`config.mk`:
```
export PLATFORM = sky130hd
export DESIGN_NAME = hamming_inject_ctrl
export DESIGN_NICKNAME = d
export VERILOG_FILES = /design/src/rtl/hamming_inject_ctrl_pkg.sv /design/src/rtl/hamming_vec_gen.sv /design/src/rtl/hamming_inject_ctrl.sv
export SDC_FILE = /design/constraint.sdc
export NUM_CORES = 1
export LEC_CHECK = 0
export ABC_AREA = 1
export CAP_MARGIN = 40
export CORE_ASPECT_RATIO = 0.75
export CORE_MARGIN = 2
export CORE_UTILIZATION = 44
export CTS_BUF_LIST = sky130_fd_sc_hd__clkbuf_8 sky130_fd_sc_hd__clkbuf_16
export CTS_CLUSTER_SIZE = 10
export DETAILED_ROUTE_END_ITERATION = 12
export MAX_ROUTING_LAYER = met4
export PLACE_DENSITY = 0.7
export SLEW_MARGIN = 20
export SYNTH_ARGS = -nofsm -noshare
export SYNTH_HDL_FRONTEND = slang
export SYNTH_SLANG_ARGS = --single-unit
```
`constraint.sdc`:
```
create_clock -name clk -period 2.1 [get_ports clk]
set_input_delay 0.315 -clock clk [delete_from_list [all_inputs] [get_ports clk]]
set_output_delay 0.315 -clock clk [all_outputs]
set_load 0.01 [all_outputs]
```
`src/rtl/hamming_inject_ctrl_pkg.sv`:
```
`default_nettype none
// ============================================================================
// Module   : hamming_inject_ctrl_pkg
// Purpose  : Shared state encodings and sizing constants for the Hamming(7,4)
//            error-injection self-test sequencer.
// Contents : DATA_W, CODE_W, IDX_W, NUM_VECTORS, STATE_W, ST_* encodings
// Revision : 1.0 - initial release
// ============================================================================
package hamming_inject_ctrl_pkg;

    localparam int DATA_W      = 4;
    localparam int CODE_W      = 7;
    localparam int IDX_W       = 3;
    localparam int NUM_VECTORS = 128;

    localparam int STATE_W = 3;

    localparam logic [STATE_W-1:0] ST_IDLE  = 3'd0;
    localparam logic [STATE_W-1:0] ST_DRIVE = 3'd1;
    localparam logic [STATE_W-1:0] ST_WAIT  = 3'd2;
    localparam logic [STATE_W-1:0] ST_CHECK = 3'd3;
    localparam logic [STATE_W-1:0] ST_DONE  = 3'd4;

endpackage
`default_nettype wire

```
`src/rtl/hamming_vec_gen.sv`:
```
`default_nettype none
// ============================================================================
// Module   : hamming_vec_gen
// Purpose  : Test-vector counter pair. The corrupt index is the fast counter
//            (0..7); the data word steps each time the index wraps.
// Ports    : clk       - system clock, rising edge
//            reset_n   - asynchronous active-low reset
//            i_clear   - return both counters to 0 (priority over advance)
//            i_advance - step to the next vector
//            o_data    - current data word
//            o_index   - current corrupt index
//            o_last    - current vector is the final one (15, 7)
// Revision : 1.0 - initial release
// ============================================================================
module hamming_vec_gen
    import hamming_inject_ctrl_pkg::*;
(
    input  logic              clk,
    input  logic              reset_n,
    input  logic              i_clear,
    input  logic              i_advance,
    output logic [DATA_W-1:0] o_data,
    output logic [IDX_W-1:0]  o_index,
    output logic              o_last
);

    logic [DATA_W-1:0] r_data;
    logic [IDX_W-1:0]  r_index;

    always_ff @(posedge clk or negedge reset_n) begin
        if (!reset_n) begin
            r_data  <= '0;
            r_index <= '0;
        end else if (i_clear) begin
            r_data  <= '0;
            r_index <= '0;
        end else if (i_advance) begin
            r_index <= r_index + 1'b1;
            if (r_index == '1) begin
                r_data <= r_data + 1'b1;
            end
        end
    end

    assign o_data  = r_data;
    assign o_index = r_index;
    assign o_last  = (r_data == '1) && (r_index == '1);

endmodule
`default_nettype wire

```
`src/rtl/hamming_inject_ctrl.sv`:
```
`default_nettype none
// ============================================================================
// Module   : hamming_inject_ctrl
// Purpose  : Self-test sequencer for the encoder -> bit_corrupter -> decoder
//            path. Sweeps all 16 data words against all 8 corrupt indices,
//            scores the decoded result and records the first failure.
// Ports    : clk, reset_n          - clock / asynchronous active-low reset
//            start, abort          - campaign control
//            dec_data              - decoded word returned by the decoder
//            data_out, index_out   - vector driven into encoder / corrupter
//            busy, done            - campaign status (done is a 1-cycle pulse)
//            pass_count/fail_count - per-vector scoreboard
//            fail_valid/fail_data/fail_index - first failing vector
// Config   : `define STOP_ON_FAIL_EN to end the campaign at the first mismatch.
// Revision : 1.0 - initial release
// ============================================================================
module hamming_inject_ctrl
    import hamming_inject_ctrl_pkg::*;
#(
    parameter int DEC_LAT = 1,
    parameter int CNT_W   = 8   // must hold NUM_VECTORS
)(
    input  logic              clk,
    input  logic              reset_n,
    input  logic              start,
    input  logic              abort,
    input  logic [DATA_W-1:0] dec_data,
    output logic [DATA_W-1:0] data_out,
    output logic [IDX_W-1:0]  index_out,
    output logic              busy,
    output logic              done,
    output logic [CNT_W-1:0]  pass_count,
    output logic [CNT_W-1:0]  fail_count,
    output logic              fail_valid,
    output logic [DATA_W-1:0] fail_data,
    output logic [IDX_W-1:0]  fail_index
);

    localparam int c_LAT_W     = (DEC_LAT > 1) ? $clog2(DEC_LAT) : 1;
    localparam bit c_SKIP_WAIT = (DEC_LAT == 0);

    logic [STATE_W-1:0] r_state;
    logic [c_LAT_W-1:0] r_lat_cnt;
    logic               r_busy;
    logic               r_done;
    logic [CNT_W-1:0]   r_pass_count;
    logic [CNT_W-1:0]   r_fail_count;
    logic               r_fail_valid;
    logic [DATA_W-1:0]  r_fail_data;
    logic [IDX_W-1:0]   r_fail_index;

    logic [DATA_W-1:0]  w_data;
    logic [IDX_W-1:0]   w_index;
    logic               w_last;
    logic               w_in_run;
    logic               w_match;
    logic               w_finish;
    logic               w_lat_last;
    logic               w_vec_clear;
    logic               w_vec_adv;

    // Last WAIT cycle: the counter only exists when there is a WAIT phase.
    generate
        if (DEC_LAT == 0) begin : g_no_wait
            assign w_lat_last = 1'b1;
        end else begin : g_wait
            assign w_lat_last = (r_lat_cnt == c_LAT_W'(DEC_LAT - 1));
        end
    endgenerate

    assign w_in_run = (r_state == ST_DRIVE) || (r_state == ST_WAIT) ||
                      (r_state == ST_CHECK);
    assign w_match  = (dec_data == w_data);

`ifdef STOP_ON_FAIL_EN
    assign w_finish = w_last || !w_match;
`else
    assign w_finish = w_last;
`endif

    // An abort parks the vector at (0, 0) so the datapath idles on a known word.
    assign w_vec_clear = ((r_state == ST_IDLE) && start) || (w_in_run && abort);
    assign w_vec_adv   = (r_state == ST_CHECK) && !abort && !w_finish;

    hamming_vec_gen u_vec_gen (
        .clk       (clk),
        .reset_n   (reset_n),
        .i_clear   (w_vec_clear),
        .i_advance (w_vec_adv),
        .o_data    (w_data),
        .o_index   (w_index),
        .o_last    (w_last)
    );

    always_ff @(posedge clk or negedge reset_n) begin
        if (!reset_n) begin
            r_state      <= ST_IDLE;
            r_lat_cnt    <= '0;
            r_busy       <= 1'b0;
            r_done       <= 1'b0;
            r_pass_count <= '0;
            r_fail_count <= '0;
            r_fail_valid <= 1'b0;
            r_fail_data  <= '0;
            r_fail_index <= '0;
        end else begin
            case (r_state)
                ST_IDLE: begin
                    // start has priority over a simultaneous abort here.
                    if (start) begin
                        r_pass_count <= '0;
                        r_fail_count <= '0;
                        r_fail_valid <= 1'b0;
                        r_fail_data  <= '0;
                        r_fail_index <= '0;
                        r_busy       <= 1'b1;
                        r_state      <= ST_DRIVE;
                    end
                end

                ST_DRIVE: begin
                    if (abort) begin
                        r_busy  <= 1'b0;
                        r_state <= ST_IDLE;
                    end else if (c_SKIP_WAIT) begin
                        r_state <= ST_CHECK;
                    end else begin
                        r_lat_cnt <= '0;
                        r_state   <= ST_WAIT;
                    end
                end

                ST_WAIT: begin
                    if (abort) begin
                        r_busy  <= 1'b0;
                        r_state <= ST_IDLE;
                    end else if (w_lat_last) begin
                        r_state <= ST_CHECK;
                    end else begin
                        r_lat_cnt <= r_lat_cnt + 1'b1;
                    end
                end

                ST_CHECK: begin
                    if (abort) begin
                        r_busy  <= 1'b0;
                        r_state <= ST_IDLE;
                    end else begin
                        if (w_match) begin
                            r_pass_count <= r_pass_count + 1'b1;
                        end else begin
                            r_fail_count <= r_fail_count + 1'b1;
                            if (!r_fail_valid) begin
                                r_fail_valid <= 1'b1;
                                r_fail_data  <= w_data;
                                r_fail_index <= w_index;
                            end
                        end
                        if (w_finish) begin
                            r_busy  <= 1'b0;
                            r_done  <= 1'b1;
                            r_state <= ST_DONE;
                        end else begin
                            r_state <= ST_DRIVE;
                        end
                    end
                end

                ST_DONE: begin
                    r_done  <= 1'b0;
                    r_state <= ST_IDLE;
                end

                default: begin
                    r_busy  <= 1'b0;
                    r_done  <= 1'b0;
                    r_state <= ST_IDLE;
                end
            endcase
        end
    end

    assign data_out   = w_data;
    assign index_out  = w_index;
    assign busy       = r_busy;
    assign done       = r_done;
    assign pass_count = r_pass_count;
    assign fail_count = r_fail_count;
    assign fail_valid = r_fail_valid;
    assign fail_data  = r_fail_data;
    assign fail_index = r_fail_index;

endmodule
`default_nettype wire

```
### Word-level counts from Yosys, hierarchy flattened

Index checks and enable logic that the tools add are counted.
W data, S select, Z words.

| word-level totals | value |
|---|---|
| input port bits | 8 |
| logic and storage cells | 106 |
| register bits | 37 |
| output and inout port bits | 33 |

| operators by class | value |
|---|---|
| reduce and logical (&&, ||, !) cells | 25 |
| eq/ne operators | 18 |
| add/sub/neg operators | 5 |
| multiplexer cells | 45 |
| bitwise gates (word level) | 2 |

Operators by type and width:

| operator | count |
|---|---|
| $mux W8 | 5 |
| $mux W3 | 11 |
| $pmux W8 S2 | 2 |
| $mux W4 | 7 |
| $add A8 B1 Y8 const B | 2 |
| $ne A2 B2 Y1 const B | 8 |
| $mux W1 | 12 |
| $pmux W3 S4 | 1 |
| $reduce_and A4 Y1 | 3 |
| $pmux W4 S2 | 1 |
| $reduce_bool A2 Y1 | 4 |
| $eq A3 B2 Y1 const B | 2 |
| $eq A3 B3 Y1 const B | 2 |
| $ne A3 B3 Y1 const B | 2 |
| $pmux W1 S2 | 3 |
| $pmux W3 S2 | 1 |
| $reduce_and A3 Y1 | 2 |
| $logic_and A1 B1 Y1 | 5 |
| $reduce_and A5 Y1 | 1 |
| $add A4 B1 Y4 const B | 1 |
| $eq A4 B4 Y1 | 1 |
| $eq A4 B4 Y1 const B | 1 |
| $pmux W1 S4 | 1 |
| $reduce_and A2 Y1 | 2 |
| 11 further kinds | 15 |

### Depth between registers and ports, before layout

Gate-level depths: netlist (run 1).

| logic depth | value |
|---|---|
| depth in word-level cells | 7 |
| mapped depth | 9 |
| mapped depth without buffers | 9 |

### Modules after synthesis

A second synthesis (run 1) with hierarchy kept.

| unflattened totals | value |
|---|---|
| cell total of the unflattened synthesis | 283 |
| area, all modules | 2128.3 µm² |

Modules (own cells, without submodules):

| module | area each (µm²) | seq. area each (µm²) | instances | cells an instance |
|---|---|---|---|---|
| hamming_inject_ctrl | 1764.2 | 725.7 | 1 | 243 |
| hamming_vec_gen | 364.1 | 175.2 | 1 | 40 |

### Worst setup path before layout (run 1)

No wires, ideal clock.

| timing path | value |
|---|---|
| path type | register to register |
| start | register u_vec_gen.r_index[0] (netlist: u_vec_gen.o_index[0]) |
| end | register u_vec_gen.r_data[3] (netlist: u_vec_gen.o_data[3]) |
| clock period less this slack | 1.523 ns |
| path slack | 0.577 ns |
| stages on the path, launching flop included | 10 |
| data arrival time | 1.457 ns |
| buffers on the path | 0 |
| data required time | 2.034 ns |
| cells stage by stage | dfrtp_1 -> ha_1 -> ha_1 -> nand4_1 -> nand2_1 -> inv_2 -> nand2_2 -> inv_2 -> nand3b_1 -> nand2_1 |

| between the ends | value |
|---|---|
| word-level cells in the longest chain between the ends | 6 |

Ends and longest elaborated chain:

| item | RTL line | text |
|---|---|---|
| from (decl) | hamming_vec_gen.sv:28 | `logic [IDX_W-1:0] r_index;` |
| from (signal assigned) | hamming_vec_gen.sv:38 | `r_index <= r_index + 1'b1;` |
| $eq A3 B3 Y1 (*) | hamming_vec_gen.sv:39, hamming_vec_gen.sv:47 |  |
| $logic_and A1 B1 Y1 | hamming_vec_gen.sv:47 | `assign o_last = (r_data == '1) && (r_index == '1);` |
| $logic_not A1 Y1 | hamming_inject_ctrl.sv:83 | `assign w_vec_adv = (r_state == ST_CHECK) && !abort && !w_finish;` |
| $logic_and A1 B1 Y1 | hamming_inject_ctrl.sv:83 |  |
| $reduce_bool A2 Y1 (no line) | n/a |  |
| $reduce_and A2 Y1 (no line) (*) | n/a |  |
| to (signal assigned) | hamming_vec_gen.sv:40 | `r_data <= r_data + 1'b1;` |
| to (decl) | hamming_vec_gen.sv:27 | `logic [DATA_W-1:0] r_data;` |

Every way passes the cells marked *; elsewhere a longest branch is shown, timed or not.
A chain may end at the register's enable or synchronous reset.

### Worst setup path after layout (run 1)

Ends and elaborated chain as after synthesis.

==> reports/results.tsv, run 1 <==
metric	value	unit
whs	437	ps
syn_avg_cell_area	7.52	µm²
clk_pin_slew	70	ps
cts_buffers	5	
final_cells	386	
synth-xor-area-share	0.0248	
finClkSkew	1.41	ps
n_antenna_cell	0	
fp.dieH	64.1	µm
ys_ff_latch	36	
synth_fa_ha_area_frac	0.0295	
clock.fmax	584	MHz
yosysSeqAreaShare	0.425	
slew_viol_final	0	
ys.flop_type	dfrtp_1	
grt_max_degree	37	
synthMuxAreaShare	0	
hold_viol_final	0	
clockBufferDepth	2	
rows	21	
cts_root_buf	clkbuf_8	
crit_path_max_fanout	6	
clk-insertion-delay-late	280	ps
die_x	84.2	µm
r2r_start	u_vec_gen.o_index[0]$_DFFE_PN0P_	
path_cells	ha_1 -> ha_1 -> nand4_1 -> nand2_1 -> inv_2 -> nand2_2 -> inv_2 -> nand3b_1 -> nand2_1	
synth-edff-count	0	
synth_most_common_cell	nand2_1	
area_delta_synth_final	26.3	%
status	completed	
required	2280	ps
avgRoutedWirePerCell	12.1	µm
synth_nets	295	
io_pins	41	
fin_crit_sh	0.815	
layout_min_cycle_time	1710	ps
start_util	0.467	
synth_top_cell_area_share	0.425	
max_slew_margin	0.697	
cts_setup_buffers	0	
wl	4.66	mm
p_leak	1.32	nW
r2r_cells	9	
grt_pass1_wl	8.10	mm
drc	0	
critPathMaxStageDelay	420	ps
dp_hpwl	3.40	mm
ys_warn_count	0	
cp-end-kind	flop	
synthCells	282	
p_total	2.10	mW
cp_num_cells	9	
cts_hold_buf	0	
first_pass_iters	5	
power.density	786	nW/µm²
worst_pin_slew	455	ps
synthTopCellsByArea	dfrtp_1 42%, nand2_1 17%, nand3_1 8.3%	
placedCellCount	379	
gr-total-overflow	0	
synth-simple-area-share	0.392	
rr_endpoint	u_vec_gen.o_data[3]$_DFFE_PN0P_	
drt-vias-per-instance	4.84	
crit_family	simple AND/OR/NAND/NOR gates	
drt_iter0_markers	163	
start_kind	flop	
maxCapViolCount	0	
grtUsageTotal	0.193	
setup_viol	0	
synth_compound_area_frac	0.0619	
routabilityCongestion	0.794	
arrival	1890	ps
reg2reg_slack	390	ps
grt_setup_unrepaired	false	
hold_path.class	in2async	
antenna_found_initial	0	
clock_sinks	36	
fillers	410	
core	4550	µm²
setup_tns	0	ps
cp_slowest_cell	dfrtp_1	
ant_nets	0	
grt_pass1_vias	1704	
finalNetCount	342	
h-tree-depth	2	
synth_cell_types	26	
vias	1867	
numPortBuffers	40	
async_reset_ff_frac	1.00	
synth_top_family_by_area	simple AND/OR/NAND/NOR gates	
path_class	reg2reg	
path_buf_inv	2	
dieArea	5400	µm²
synth.largest_area_cell	dfrtp_1	
synth_common_cells	95 x nand2_1, 36 x dfrtp_1, 35 x nand3_1	
synth_area	2120	µm²
cts_tree	yes	
ctsResizeCount	0	
layout-drive-gt1-share	0.112	
peakVddDrop	412	µV
==> cells by family after synthesis <==
group,count (synthesis)
AO/OA/AOI/OAI,19
XOR/XNOR,6
adder cells (fa/ha/maj),5
buffers and inverters,36
flip-flops,36
AND/OR/NAND/NOR,180
==> state kept, by name (all words and copies together), names as in the netlist <==
name,flops
fail_valid,1
u_vec_gen.o_data,4
pass_count,8
fail_count,8
r_state,3
busy,1
fail_index,3
fail_data,4
u_vec_gen.o_index,3
done,1
==> how the worst max path moves through the flow <==
stage	from	end	slack [ps]
after floorplan	u_vec_gen.o_index[0]$_DFFE_PN0P_	u_vec_gen.o_data[3]$_DFFE_PN0P_	580
after global placement	dec_data[2]	pass_count[0]$_DFFE_PN0P_	280
after detailed placement	dec_data[2]	pass_count[6]$_DFFE_PN0P_	230
after CTS	u_vec_gen.o_index[0]$_DFFE_PN0P_	u_vec_gen.o_data[3]$_DFFE_PN0P_	390
after global routing	u_vec_gen.o_index[0]$_DFFE_PN0P_	u_vec_gen.o_data[3]$_DFFE_PN0P_	180
final	u_vec_gen.o_index[0]$_DFFE_PN0P_	u_vec_gen.o_data[3]$_DFFE_PN0P_	390
==> stage by stage <==
| step | cell area (µm²) | worst slack, ps | util |
|---|---|---|---|
| after global routing | 2680 | 182 | 0.589 |
| after floorplan | 2120 | 577 | - |
| after CTS | 2680 | 390 | 0.589 |
| after detailed placement | 2600 | 234 | 0.572 |
| final | 2680 | 388 | 0.589 |
| after global placement | 2600 | 281 | 0.572 |
==> routing by layer <==
layer	wire, µm	vias up	track usage
li1	-	997	-
met1	2450	825	0.282
met2	1970	41	0.273
met3	189	4	0.0401
met4	42	0	0.0544
met5	0	-	-
==> power breakdown <==
| group | switching (mW) | internal, mW |
|---|---|---|
| clock network | 0.241 | 0.221 |
| logic | 0.547 | 0.269 |
| registers | 0.0744 | 0.751 |
| total | 0.863 | 1.24 |
==> cell usage in the layout (no fill, tap or decap) <==
| master | instances |
|---|---|
| a21oi_1 | 2 |
| clkdlybuf4s50_1 | 40 |
| nor2_2 | 1 |
| nor2_8 | 1 |
| nand4_1 | 10 |
| nor2_1 | 24 |
| o21ai_0 | 6 |
| o21ai_1 | 1 |
| nand3_1 | 35 |
| nand2_4 | 2 |
| dfrtp_1 | 36 |
| clkinv_2 | 1 |
| nand3b_1 | 2 |
| nand3_2 | 1 |
| inv_1 | 29 |
| nor2_4 | 1 |
| xnor2_1 | 2 |
| or2_2 | 1 |
| nand3_4 | 1 |
| buf_4 | 4 |
| nand2_1 | 95 |
| inv_2 | 4 |
| ha_1 | 5 |
| clkbuf_8 | 5 |
| nand2_2 | 6 |
| o21ai_2 | 9 |
| o21a_1 | 1 |
| xor2_1 | 4 |
==> cell type report <==
class / count / area [µm²] / area share
multi-input combinational: 210 / 1080 / 0.402
sequential: 36 / 901 / 0.336
timing repair buffer: 44 / 430 / 0.161
inverter: 32 / 120 / 0.0449
tap: 57 / 71.3 / 0.0266
clock buffer: 5 / 68.8 / 0.0257
clock inverter: 2 / 8.76 / 0.00327
==> worst register-to-register path: cells and delay by family, from the launching register on <==
kind	cells	cell delay, ps
AND/OR/NAND/NOR	5	670
flip-flops	1	420
adder cells (fa/ha/maj)	2	340
buffers and inverters	2	160
(Power assumes the default switching activity.)
==> run 2, diff against run 1 <==
- clock period: 2.1 -> 1.7 ns (I/O delays scaled with it)
==> reports/results.tsv, run 2 (same netlist as run 1, synthesis figures left out) <==
metric	value	unit
status	completed	
clock_sinks	36	
setup_viol	0	
layout-drive-gt1-share	0.147	
clock.fmax	613	MHz
peakVddDrop	607	µV
critPathMaxStageDelay	590	ps
grtUsageTotal	0.195	
start_kind	flop	
first_pass_iters	4	
rows	21	
grt_pass1_wl	8.20	mm
ant_nets	0	
io_pins	41	
numPortBuffers	40	
power.density	1000	nW/µm²
die_x	84.2	µm
area_delta_synth_final	30.6	%
wl	4.70	mm
p_switching	1.10	mW
vias	1941	
arrival	1380	ps
drt-vias-per-instance	4.89	
worst_pin_slew	584	ps
clk_pin_slew	70	ps
fin_ws	68.6	ps
drc	0	
routabilityCongestion	0.873	
gr-total-overflow	0	
required	1440	ps
layout_min_cycle_time	1630	ps
finalNetCount	352	
power_frac_seq	0.365	
antenna_found_initial	0	
cts_buffers	5	
max_slew_margin	0.608	
fin_crit_sh	0.960	
grt_max_degree	37	
final_cell_mix	94 x nand2_1, 40 x clkdlybuf4s50_1, 36 x dfrtp_1, 35 x nand3_1, 28 x inv_1	
mostFrequentLayoutCell	nand2_1	
grt_pass1_vias	1789	
drt_iter0_markers	138	
dp_hpwl	3.59	mm
post-place-ws	-48.0	ps
p_total	2.78	mW
hold_path.class	in2async	
finClkSkew	5.74	ps
maxCapViolCount	0	
clockBufferDepth	2	
p_leak	1.38	nW
slew_viol_final	0	
cts_hold_buf	0	
crit_family	buffers and inverters	
p_clk_frac	0.226	
placedCellCount	388	
core	4550	µm²
fp.dieH	64.1	µm
p_comb_frac	0.410	
avgRoutedWirePerCell	11.8	µm
dieArea	5400	µm²
cp-end-kind	output pin	
final_cells	397	
hold_viol_final	0	
internal-power	1.68	mW
path_cells	clkdlybuf4s50_1	
n_antenna_cell	0	
cts_root_buf	clkbuf_8	
cp_slowest_cell	clkdlybuf4s50_1	
crit_path_max_fanout	8	
clk-insertion-delay-late	280	ps
netSwitchingFraction	0.395	
cts_tree	yes	
start_util	0.467	
path_class	reg2out	
h-tree-depth	2	
path_buf_inv	1	
-- run 2: changes by cell type in the layout (fill, tap and decap cells not counted) --
cell and delta:
buf_4 +10, clkbuf_8 +1, clkinv_2 +1, inv_1 -1
nand2_1 -1, nand2_2 +1
-- run 2: area by class of cell --
| type | instances | area (µm²) |
|---|---|---|
| Inverter | 32 | 120 |
| Timing Repair Buffer | 54 | 505 |
| Tap cell | 57 | 71.3 |
| Sequential cell | 36 | 901 |
| Multi-Input combinational cell | 210 | 1080 |
| Clock buffer | 6 | 82.6 |
| Fill cell | 430 | 1780 |
| Clock inverter | 2 | 10.0 |
-- run 2: layer usage --
| metal | GRT usage | wire length, µm |
|---|---|---|
| met4 | 0.0565 | 21 |
| met5 | - | 0 |
| met2 | 0.279 | 1900 |
| met3 | 0.0401 | 220 |
| met1 | 0.281 | 2550 |
-- run 2: worst reg2reg max path, stage by stage (launching register included) --
cell      delay (ps)
dfrtp_1          390
ha_1             220
ha_1             210
nand4_1          170
nand2_2          110
inv_2            100
nand2_2           90
inv_2             90
nand3b_1          80
nand2_1           80
-- run 2: timing repair --
| action | CTS | global route |
|---|---|---|
| setup endpoints to repair | 0 | 3 |
| setup buffers | 0 | 1 |
| resized for setup | 0 | 1 |
-- run 2: worst paths after layout --
path	cells after the start	start	slack (ps)	to
min reg2reg	2	fail_data[2]$_DFFE_PN0P_	470	fail_data[2]$_DFFE_PN0P_
max in group asynchronous	2	reset_n	1000	u_vec_gen.o_index[2]$_DFFE_PN0P_
max reg2reg	9	u_vec_gen.o_index[0]$_DFFE_PN0P_	100	u_vec_gen.o_data[3]$_DFFE_PN0P_
min in group clk	2	fail_data[2]$_DFFE_PN0P_	470	fail_data[2]$_DFFE_PN0P_
min	2	reset_n	380	done$_DFFE_PN0P_
max	1	pass_count[0]$_DFFE_PN0P_	70	pass_count[0]
-- run 2: power by group through the flow --
stage	Combinational, mW	Sequential, mW	Clock [mW]
final	1.14	1.01	0.628
after global routing	1.25	1.02	0.681
after CTS	1.15	1.01	0.646
after detailed placement	1.14	1.03	0
after global placement	1.13	1.03	0
after floorplan	0.705	1.04	0
-- run 2: through the flow --
step                TNS, ps  hold WS (ps)  instance area (µm²)  utilization
detailed placement     -580           459                 2670        0.587
global placement       -132           458                 2670        0.587
finish                    0           381                 2770        0.609
global route          -1.26           439                 2770        0.609
floorplan                 0         -40.6                 2120            -
CTS                       0           397                 2760        0.607
